**src/rtl/ps2_key_fifo.sv**
```systemverilog
// ps2_key_fifo: queues toggle-flagged PS/2 key events from the ARM-side bus
// and replays them as single-cycle key_ready strobes spaced GAP+2 cycles
// apart, so the keyboard matrix scanner never misses a make or break.
module ps2_key_fifo #(
  parameter int DEPTH_LOG2 = 3,
  parameter int GAP        = 1000
) (
  input  logic                  clk_sys,
  input  logic                  reset,
  input  logic [10:0]           ps2_key,
  input  logic                  flush,
  output logic                  key_ready,
  output logic                  key_pressed,
  output logic [9:0]            key_code,
  output logic [DEPTH_LOG2:0]   fifo_level,
  output logic                  overflow
);

  localparam int DEPTH = 1 << DEPTH_LOG2;
  // Gap counter only needs to hold GAP; keep at least one bit for GAP of 0 or 1.
  localparam int CNT_W = (GAP > 1) ? $clog2(GAP + 1) : 1;
  localparam logic [DEPTH_LOG2:0] FULL_LEVEL = (DEPTH_LOG2 + 1)'(DEPTH);
  localparam logic [CNT_W-1:0]    GAP_LOAD   = CNT_W'(GAP);

  typedef enum logic [1:0] {
    S_IDLE  = 2'd0,
    S_PULSE = 2'd1,
    S_WAIT  = 2'd2
  } state_t;

  state_t                r_state;
  state_t                w_state_next;
  logic                  r_old_tog;
  logic [9:0]            r_mem [DEPTH];
  logic [DEPTH_LOG2-1:0] r_wr_ptr;
  logic [DEPTH_LOG2-1:0] r_rd_ptr;
  logic [DEPTH_LOG2:0]   r_level;
  logic                  r_overflow;
  logic [CNT_W-1:0]      r_gap_cnt;
  logic                  r_key_pressed;
  logic [9:0]            r_key_code;

  logic                  w_new_evt;
  logic                  w_empty;
  logic                  w_full;
  logic                  w_pop;
  logic                  w_push;
  logic                  w_drop;

  // A toggle change is an event, except in reset/flush cycles where it is discarded.
  assign w_new_evt = (ps2_key[10] != r_old_tog) && !reset && !flush;
  assign w_empty   = (r_level == '0);
  assign w_full    = (r_level == FULL_LEVEL);
  // Pop is suppressed during flush so the output registers keep their values.
  assign w_pop     = (r_state == S_IDLE) && !w_empty && !reset && !flush;
  // A pop on the same edge frees a slot, so a push into a full queue still lands.
  assign w_push    = w_new_evt && (!w_full || w_pop);
  assign w_drop    = w_new_evt && w_full && !w_pop;

  // Track the toggle level every cycle (reset and flush included) so a stale level never fires.
  always_ff @(posedge clk_sys) begin
    r_old_tog <= ps2_key[10];
  end

  // Event storage: {pressed, extended, scan code} written at the write pointer.
  always_ff @(posedge clk_sys) begin
    if (w_push) begin
      r_mem[r_wr_ptr] <= ps2_key[9:0];
    end
  end

  // Pointers, occupancy counter and sticky overflow flag.
  always_ff @(posedge clk_sys) begin
    if (reset || flush) begin
      r_wr_ptr   <= '0;
      r_rd_ptr   <= '0;
      r_level    <= '0;
      r_overflow <= 1'b0;
    end else begin
      if (w_push) begin
        r_wr_ptr <= r_wr_ptr + 1'b1;
      end
      if (w_pop) begin
        r_rd_ptr <= r_rd_ptr + 1'b1;
      end
      case ({w_push, w_pop})
        2'b10:   r_level <= r_level + 1'b1;
        2'b01:   r_level <= r_level - 1'b1;
        default: r_level <= r_level;
      endcase
      if (w_drop) begin
        r_overflow <= 1'b1;
      end
    end
  end

  // Registered read of the queue head into the held output registers.
  always_ff @(posedge clk_sys) begin
    if (reset) begin
      r_key_pressed <= 1'b0;
      r_key_code    <= '0;
    end else if (w_pop) begin
      r_key_pressed <= r_mem[r_rd_ptr][9];
      r_key_code    <= {1'b0, r_mem[r_rd_ptr][8:0]};
    end
  end

  // Output FSM state register.
  always_ff @(posedge clk_sys) begin
    if (reset || flush) begin
      r_state <= S_IDLE;
    end else begin
      r_state <= w_state_next;
    end
  end

  // Gap counter: loaded while the strobe is high, counts down through WAIT.
  always_ff @(posedge clk_sys) begin
    if (reset) begin
      r_gap_cnt <= '0;
    end else if (r_state == S_PULSE) begin
      r_gap_cnt <= GAP_LOAD;
    end else if (r_state == S_WAIT) begin
      r_gap_cnt <= r_gap_cnt - 1'b1;
    end
  end

  // Next-state logic: pop -> one strobe cycle -> GAP wait cycles -> back to IDLE.
  always_comb begin
    w_state_next = r_state;
    case (r_state)
      S_IDLE: begin
        if (w_pop) begin
          w_state_next = S_PULSE;
        end
      end
      S_PULSE: begin
        if (GAP == 0) begin
          w_state_next = S_IDLE;
        end else begin
          w_state_next = S_WAIT;
        end
      end
      S_WAIT: begin
        if (r_gap_cnt <= CNT_W'(1)) begin
          w_state_next = S_IDLE;
        end
      end
      default: w_state_next = S_IDLE;
    endcase
  end

  // Outputs: strobe is decoded from the state, data comes from the held registers.
  always_comb begin
    key_ready   = (r_state == S_PULSE);
    key_pressed = r_key_pressed;
    key_code    = r_key_code;
    fifo_level  = r_level;
    overflow    = r_overflow;
  end

endmodule
```
**config.mk**
```make
export PLATFORM = sky130hd
export DESIGN_NAME = ps2_key_fifo
export DESIGN_NICKNAME = d
export VERILOG_FILES = /design/src/rtl/ps2_key_fifo.sv
export SDC_FILE = /design/constraint.sdc
export NUM_CORES = 1
export LEC_CHECK = 0
export CAP_MARGIN = 5
export CORE_ASPECT_RATIO = 1.25
export CORE_MARGIN = 8
export CORE_UTILIZATION = 36
export DETAILED_ROUTE_END_ITERATION = 8
export GPL_ROUTABILITY_DRIVEN = 0
export GPL_TIMING_DRIVEN = 0
export PLACE_DENSITY = 0.64
export SLEW_MARGIN = 10
export SYNTH_ARGS = -nofsm -noshare
export SYNTH_HDL_FRONTEND = slang
export SYNTH_SLANG_ARGS = --single-unit
```
**constraint.sdc**
```tcl
create_clock -name clk_sys -period 3.3 [get_ports clk_sys]
set_clock_uncertainty 0.05 [all_clocks]
set_input_delay 0.33 -clock clk_sys [delete_from_list [all_inputs] [get_ports clk_sys]]
set_output_delay 0.33 -clock clk_sys [all_outputs]
set_load 0.05 [all_outputs]
```
== After elaboration in Yosys (flattened, before gate mapping) ==
Memory sizes are Yosys's and may differ from the RTL's. A register that Yosys moved wholly into a read port is not among the register bits.
Cells that the tools add are included.

* Output and inout port bits: 17
* Bits in writable memories: 80
* Logic and storage cells: 52
* Flip-flop bits (word level): 24
* Memories kept: 1

{| class="wikitable"
|+ Memory list
! memory !! depth !! bits a word !! rd ports !! clocked after Yosys merged registers in !! wr ports !! line !! text
|-
| r_mem || 8 || 10 || 1 || 1 || 1 || 34 || <nowiki>logic [9:0] r_mem [DEPTH];</nowiki>
|}

* Eq/ne operators: 8
* Reductions and logical operators: 21
* Add/sub/neg operators: 5
* Mux-type cells: 8
* Magnitude comparators: 1

{| class="wikitable"
|+ Operator list
! cell !! number
|-
| 10-bit 2-to-1 mux || 2
|-
| 10-bit by 1-bit <= comparator with 1-bit output, second input constant || 1
|-
| 10-bit by 1-bit subtractor with 10-bit output, second input constant || 1
|-
| 1-bit logical AND || 8
|-
| 4-bit case mux with 2 select lines || 1
|-
| 3-bit by 1-bit adder with 3-bit output, second input constant || 2
|-
| 2-bit case mux with 3 select lines || 1
|-
| 1-bit logical NOT || 5
|-
| 4-bit by 1-bit adder with 4-bit output, second input constant || 1
|-
| 2-bit by 1-bit equality test with 1-bit output, second input constant || 2
|-
| 2-bit equality test, second input constant || 2
|-
| 4-bit equality test, second input constant || 1
|-
| 4-bit logical NOT || 1
|-
| 2-bit 2-to-1 mux || 2
|-
| 2-bit nonzero test || 2
|-
| 4-bit by 1-bit subtractor with 4-bit output, second input constant || 1
|-
| 2-bit logical NOT || 1
|-
| 1-bit logical OR || 2
|-
| 1-bit 2-to-1 mux || 2
|-
| 2-bit by 1-bit inequality test with 1-bit output, second input constant || 1
|-
| 2-bit inequality test, second input constant || 1
|-
| 2-bit AND reduction || 1
|-
| 2-bit OR reduction || 1
|-
| 1-bit inequality test || 1
|}

== Depth between registers and ports, before layout ==
Gate-level depths: netlist (run 1).

* Depth in word-level cells: 9
* Mapped depth: 9
* Mapped depth without buffers: 9

== Least setup slack after synthesis (run 1) ==
No wires, ideal clock.

* Path kind: register -> register
* Start: register r_level[1] (netlist: fifo_level[1])
* End: memory r_mem[4][0] (enable)
* Stages on the path, launching flop included: 6
* Path slack: 0.577 ns
* Required time: 2.860 ns
* Arrival time: 2.283 ns
* Path buffers: 1
* Cell sequence: dfxtp_1 > or3_1 > buf_6 > o211ai_2 > or2_2 > nor3_1

* Cells in the longest elaborated chain, start to end: 9

{| class="wikitable"
|+ RTL lines
! item !! line !! text
|-
| start: declaration || 37 || <nowiki>logic [DEPTH_LOG2:0] r_level;</nowiki>
|-
| start signal: assignment || 87 || <nowiki>2'b10: r_level <= r_level + 1'b1;</nowiki>
|-
| start signal: assignment || 88 || <nowiki>2'b01: r_level <= r_level - 1'b1;</nowiki>
|-
| start signal: assignment || 89 || <nowiki>default: r_level <= r_level;</nowiki>
|-
| 4-bit logical NOT || 52 || <nowiki>assign w_empty = (r_level == '0);</nowiki>
|-
| 1-bit logical NOT || 55 || <nowiki>assign w_pop = (r_state == S_IDLE) && !w_empty && !reset && !flush;</nowiki>
|-
| 1-bit logical AND (3 in a row) || 55 ||
|-
| 1-bit logical OR (*) || 57 || <nowiki>assign w_push = w_new_evt && (!w_full || w_pop);</nowiki>
|-
| 1-bit logical AND (*) || 57 ||
|-
| 1-bit 2-to-1 mux (*) || 67 || <nowiki>if (w_push) begin</nowiki>
|-
| 1-bit 2-to-1 mux (implied by the code) (*) || 68 || <nowiki>r_mem[r_wr_ptr] <= ps2_key[9:0];</nowiki>
|-
| end: declaration || 34 ||
|}

Mark *: on every way between the ends. The rest lies on a longest branch, timed or not.

== Worst setup path in the final report (run 1) ==
* Start: input port reset
* End: memory r_mem[7][2] (enable)

* Cells in the longest elaborated chain, start to end: 7

{| class="wikitable"
|+ RTL lines
! item !! line !! text
|-
| start: declaration || 9 || <nowiki>input logic reset,</nowiki>
|-
| 1-bit logical NOT (*) || 51, 55 ||
|-
| 1-bit logical AND (2 in a row) || 55 ||
|-
| 1-bit logical OR || 57 ||
|-
| 1-bit logical AND (*) || 57 ||
|-
| 1-bit 2-to-1 mux (*) || 67 ||
|-
| 1-bit 2-to-1 mux (implied by the code) (*) || 68 ||
|}

Marks and branches as above.

==> metrics.csv, run 1 <==
stage,metric,value,unit
grt,gr ovfl total,0,
setup_path,WP data required,3.27,ns
cts,CTS Buf Count,17,
synthesis,"top cells by area, synth","edfxtp_1 (51%), dfxtp_1 (14%), mux4_2 (9.5%), mux2i_1 (3.0%), ha_1 (2.4%)",
cts,Sink Count,114,
route,drt initial violations,233,
status,status,"finished, final reports clean",
sta,Max Clk Rate,345,MHz
sta,minimum clock period,2.90,ns
grt,antenna violations before repair,0,
setup_path,maximum net fanout on the critical path,10,
grt,first-pass GRT wire length,16.0,mm
sta,Slew HR,26.1,%
synthesis,flop and latch count out of synthesis,114,
sta,setup ws final,0.402,ns
placement,Port Buf Inserts,29,
sta,Final Hold Vio Count,0,
cts,Root Buffer,clkbuf_16,
cts,Bufs on Longest Clock Path,2,
sta,setup violators final,0,
min_path,Hold/Removal Path Class,in -> reg,
sta,Final Slew Violations,0,
synthesis,YS warnings,0,
synthesis,Synth area leader,edfxtp_1,
floorplanning,Boundary Pins,31,
power,leakage power,0.00190,uW
cts,TritonCTS clock tree,yes,
final_layout,n_diodes,0,
cts,# hold bufs at CTS,0,
synthesis,"Seq/Total Area, Yosys",65.3,%
setup_path,CP Launch Type,input port,
floorplanning,area of the die,17100,um^2
floorplanning,DIE HEIGHT,144,um
cts,CTS resizes,0,
floorplanning,Core ar.,13100,um^2
final_layout,synth-to-layout area growth,24.8,%
synthesis,top cell type's share of synthesized area,50.9,%
cts,clock latency on the worst-skew pair,0.41,ns
setup_path,critical path data arrival time,2.87,ns
placement,pre-CTS WS,-0.109,ns
floorplanning,row count,47,
synthesis,synthesized instance count,315,
grt,vias in the first global route,2938,
power,Peak VDD IR,287,uV
power,Pwr Density,604,nW/um^2
synthesis,"Avg Cell Area, Syn",15.0,um^2
final_layout,nets,391,
job,Max Cap Viol,0,
floorplanning,initial core utilization,36.2,%
synthesis,main flop type after synthesis,edfxtp_1,
placement,DP HPWL,6.74,mm
setup_path,crit end category,flip-flop,
final_layout,layout cell share with drive strength beyond 1,20.2,%
synthesis,"Cell Area, Synth",4720,um^2
route,DRC,0,
route,via density per instance,5.19,
sta,RSZ-0062 raised after global routing,false,
setup_path,Worst Setup SP,reset,
setup_path,reg2reg start,r_state[0],
cts,Post-CTS Setup Repair Bufs,0,
cts,Max H-tree Level,4,
min_path,Hold Path Origin,ps2_key[10],
synthesis,post-synth net total,338,
route,drt total wl,9.79,mm
grt,pin count of the biggest net entering global routing,17,
final_layout,final core utilization,45.1,%
route,Routed WL per cell,17.7,um
cts,clock-pin slew on the worst setup and hold paths,0.05,ns
final_layout,fillcell total,1144,
route,ANT nets after route,0,
route,DRT Pass-1 Iters,4,
setup_path,Crit Path Class,in -> reg,
sta,Worst Tran Pin Value,1.11,ns
grt,global router's overall resource usage,12.3,%
synthesis,Synth cell types,48,
synthesis,async set or reset register ratio after synthesis,0,%
floorplanning,chip width,118,um
synthesis,number of enable flip-flop cells after synthesis,80,
sta,period utilization,87.8,%
route,Vias,2867,
==> per-stage QoR <==
step           setup TNS (ns)  hold WS [ns]  cell area, um^2  total power, uW  std cells
2_1_floorplan               0         0.308             4720             1730        315
3_3_place_gp           -18.32         0.416             5230             1800        515
3_5_place_dp            -2.26         0.424             5300             1810        520
4_1_cts                     0         0.413             5890             3590        552
5_1_grt                     0         0.419             5890             3670        552
6_report                    0         0.417             5890             3560        552
==> cell usage after synthesis, types with 2 or more instances <==
| cell | number |
|---|---|
| edfxtp_1 | 80 |
| a21oi_1 | 6 |
| or3_1 | 2 |
| clkbuf_1 | 9 |
| nor3b_1 | 2 |
| xor2_1 | 4 |
| a211oi_1 | 12 |
| a31oi_1 | 4 |
| ha_1 | 9 |
| or4_1 | 2 |
| o32ai_1 | 2 |
| xnor2_1 | 6 |
| mux2i_1 | 14 |
| nand2b_1 | 4 |
| or2_2 | 2 |
| dfxtp_1 | 34 |
| inv_1 | 9 |
| mux4_2 | 20 |
| nand2_1 | 6 |
| o21ai_0 | 10 |
| o31a_1 | 2 |
| and2_1 | 2 |
| nor2_1 | 28 |
| nor3_1 | 12 |
| o31ai_1 | 2 |
| nand3_1 | 6 |
| nor4_1 | 2 |
| buf_2 | 4 |
==> layout by cell type, fill, tap and decap left out, types with 3 or more instances in the layout <==
cell,netlist,routed
a21oi_1,6,6
nor3_2,0,4
edfxtp_1,80,80
nand2b_1,4,4
clkbuf_16,0,17
clkinv_4,0,5
ha_1,9,9
a211oi_1,12,12
xor2_1,4,4
clkbuf_1,9,9
inv_6,0,3
buf_6,1,5
mux4_2,20,20
inv_1,9,9
nor3_1,12,8
nor2_1,28,28
o21ai_0,10,10
xnor2_1,6,6
clkinv_2,0,3
mux2i_1,14,14
clkdlybuf4s50_1,0,29
a31oi_1,4,4
nand2_1,6,6
dfxtp_1,34,34
nand3_1,6,6
buf_2,4,4
==> worst paths after layout <==
check / slack [ns] / depth (start not counted) / endpoint
worst max-delay path: 0.40 / 5 / r_mem[7][2]
worst min-delay path: 0.42 / 1 / r_old_tog
worst max register to register: 0.41 / 6 / r_mem[7][2]
worst min register to register: 0.42 / 2 / overflow
==> state kept, by name, indices dropped and copies added (netlist names) <==
register and cells:
r_old_tog 1, overflow 1, key_pressed 1, key_code 9, r_rd_ptr 3, fifo_level 4
r_state 2, r_mem 80, r_wr_ptr 3, r_gap_cnt 10
==> worst max-delay path, stage by stage <==
cell,delay (ns)
clkdlybuf4s50_1,0.51
nor2_1,0.44
o211ai_2,0.32
or2_2,0.40
nor2_1,0.85
==> where the power goes <==
part	switching, uW	leakage [uW]	total, uW	internal [uW]
clock network	663	0.000284	1780	1120
registers	15.8	0.000996	1570	1550
logic	131	0.000625	216	84.5
==> per-layer routing <==
metal	global-route usage, %	up-vias	routed length [um]
li1	-	1340	-
met1	13.9	1435	4140
met2	21.2	77	5020
met3	4.06	15	472
met4	4.94	0	168
met5	0	-	0
==> logic make-up after synthesis <==
family	count (synthesis)	synth area share [%]
buf+inv	25	2.41
mux	34	12.5
fa+ha+maj	9	2.39
simple gates	74	7.85
compound gates	48	7.61
flops	114	65.3
xor+xnor	10	1.86
other cells	1	0.0794
==> area by class of cell <==
type	count	area, um^2	area share, %
Clock inverter	15	160	2.72
Tap cell	171	214	3.63
Inverter	9	33.8	0.574
Buffer	16	80.1	1.36
Sequential cell	114	3080	52.3
Multi-Input combinational cell	176	1550	26.3
Timing Repair Buffer	34	343	5.82
Clock buffer	17	425	7.22
No activity file was read; power rests on OpenSTA's default activity.
==> inputs of run 2 (changes only) <==
--- a/config.mk
+++ b/config.mk
@@ -13,6 +13,7 @@
 export GPL_ROUTABILITY_DRIVEN = 0
 export GPL_TIMING_DRIVEN = 0
 export PLACE_DENSITY = 0.64
+export RECOVER_POWER = 25
 export SLEW_MARGIN = 10
 export SYNTH_ARGS = -nofsm -noshare
 export SYNTH_HDL_FRONTEND = slang
==> run 2 against run 1 <==
Against the previous run:
- global-route usage unchanged
- register-to-register slack hardly changed
- maximum frequency is the same
- setup slack did not move
- critical path depth did not move
- cell count unchanged
- sequential cell count unchanged
- combinational power about the same
- utilization stayed put
- clock-buffer cell count unchanged
- clock power about the same
- non-clock buffer count did not move
- highest routed layer unchanged
==> metrics.csv, run 2 (synthesis gave the netlist of run 1 again) <==
stage,metric,value,unit
placement,DP HPWL,6.74,mm
final_layout,final cell count without fillers,552,
final_layout,fillcell total,1144,
grt,first-pass GRT wire length,16.0,mm
cts,Sink Count,114,
floorplanning,area of the die,17100,um^2
cts,# hold bufs at CTS,0,
final_layout,most frequent cells in the layout,"edfxtp_1 (80), dfxtp_1 (34), nor2_1 (28)",
cts,CTS resizes,0,
min_path,Hold/Removal Path Class,reg -> reg,
floorplanning,row count,47,
final_layout,"Most flops, register",r_mem,
min_path,hold path depth,2,
cts,clock-pin slew on the worst setup and hold paths,0.05,ns
route,ANT nets after route,0,
final_layout,layout cell share with drive strength beyond 1,20.2,%
cts,CTS Buf Count,17,
placement,DP Area,5300,um^2
final_layout,post-route design area,5890,um^2
route,Routed WL per cell,17.7,um
sta,Worst Tran Pin Value,1.11,ns
sta,setup violators final,0,
cts,clock latency on the worst-skew pair,0.41,ns
power,Peak VDD IR,287,uV
status,status,"finished, final reports clean",
floorplanning,Core ar.,13100,um^2
job,Max Cap Viol,0,
floorplanning,chip width,118,um
sta,period utilization,87.8,%
floorplanning,initial core utilization,36.2,%
placement,pre-CTS WS,-0.109,ns
cts,Post-CTS Setup Repair Bufs,0,
setup_path,critical path data arrival time,2.87,ns
route,drt initial violations,233,
final_layout,synth-to-layout area growth,24.8,%
sta,RSZ-0062 raised after global routing,false,
cts,Root Buffer,clkbuf_16,
sta,setup ws final,0.402,ns
setup_path,R2R setup slack,0.41,ns
grt,vias in the first global route,2938,
min_path,hold endpoint,overflow,
route,via density per instance,5.19,
final_layout,max reg flops,80,
grt,antenna violations before repair,0,
min_path,Hold Path Origin,overflow,
sta,Slew HR,26.1,%
setup_path,Crit Path Class,in -> reg,
setup_path,cell depth of the worst flop-to-flop path,6,
route,DRC,0,
sta,Final Hold Vio Count,0,
floorplanning,Boundary Pins,31,
cts,Bufs on Longest Clock Path,2,
grt,pin count of the biggest net entering global routing,17,
setup_path,reg2reg start,r_state[0],
grt,global router's overall resource usage,12.3,%
setup_path,WP data required,3.27,ns
cts,Max H-tree Level,4,
final_layout,"commonest non-fill, non-tap cell in the layout",edfxtp_1,
setup_path,crit end category,flip-flop,
sta,minimum clock period,2.90,ns
floorplanning,DIE HEIGHT,144,um
grt,gr ovfl total,0,
placement,Port Buf Inserts,29,
power,leakage power,0.00191,uW
route,Vias,2867,
cts,TritonCTS clock tree,yes,
placement,Placed Cells,520,
power,Pwr Density,604,nW/um^2
setup_path,maximum net fanout on the critical path,10,
sta,Final Slew Violations,0,
sta,Max Clk Rate,345,MHz
route,drt total wl,9.79,mm
final_layout,nets,391,
route,DRT Pass-1 Iters,4,
setup_path,CP Launch Type,input port,
final_layout,n_diodes,0,
setup_path,Crit Reg-Reg Endpoint,r_mem[7][2],
-- run 2: changes by cell type in the layout (fill, tap and decap cells not counted), sizes merged --
cell           before  now
clkdlybuf4s50      29   20
dlygate4sd3         0    9
-- run 2: report_power, final --
part	leakage [uW]	total (uW)	switching, uW	internal (uW)
Clock	0.000284	1780	663	1120
Sequential	0.000996	1570	15.8	1550
Combinational	0.000627	213	131	82.4
-- run 2: area by class of cell --
type / instances / area (um^2) / area share, %
Clock buffer: 17 / 425 / 7.22
Timing Repair Buffer: 34 / 343 / 5.82
Multi-Input combinational cell: 176 / 1550 / 26.3
Buffer: 16 / 80.1 / 1.36
Inverter: 9 / 33.8 / 0.574
Tap cell: 171 / 214 / 3.63
Sequential cell: 114 / 3080 / 52.3
Clock inverter: 15 / 160 / 2.72
-- run 2: worst max-delay path, cell delays in order --
cell and delay, ns:
clkdlybuf4s50_1 0.51, nor2_1 0.44, o211ai_2 0.32, or2_2 0.40, nor2_1 0.85
-- run 2: how the worst max path moves through the flow --
stage | from | end | cells past startpoint
finish | reset | r_mem[7][2] | 5
global route | r_state[0] | r_mem[7][5] | 6
CTS | r_state[0] | r_mem[7][7] | 6
detailed placement | reset | r_mem[7][2] | 5
global placement | reset | r_mem[0][2] | 4
floorplan | fifo_level[1] | r_mem[4][0] | 5
-- run 2: per-layer routing --
layer	track usage, %	wire length, um	up-vias	part of all wire, %
li1	-	-	1340	-
met2	21.2	5020	77	51
met3	4.06	472	15	4.8
met1	13.9	4130	1435	42
met5	0	0	-	0
met4	4.94	168	0	1.7
-- run 2: per-stage QoR --
stage	total power (uW)	util (%)	hold slack, ns	setup TNS, ns
detailed placement	1810	40.6	0.424	-2.26
global route	3670	45.1	0.477	0
floorplan	1730	-	0.308	0
finish	3560	45.1	0.422	0
CTS	3590	45.1	0.413	0
global placement	1800	40.0	0.416	-18.32
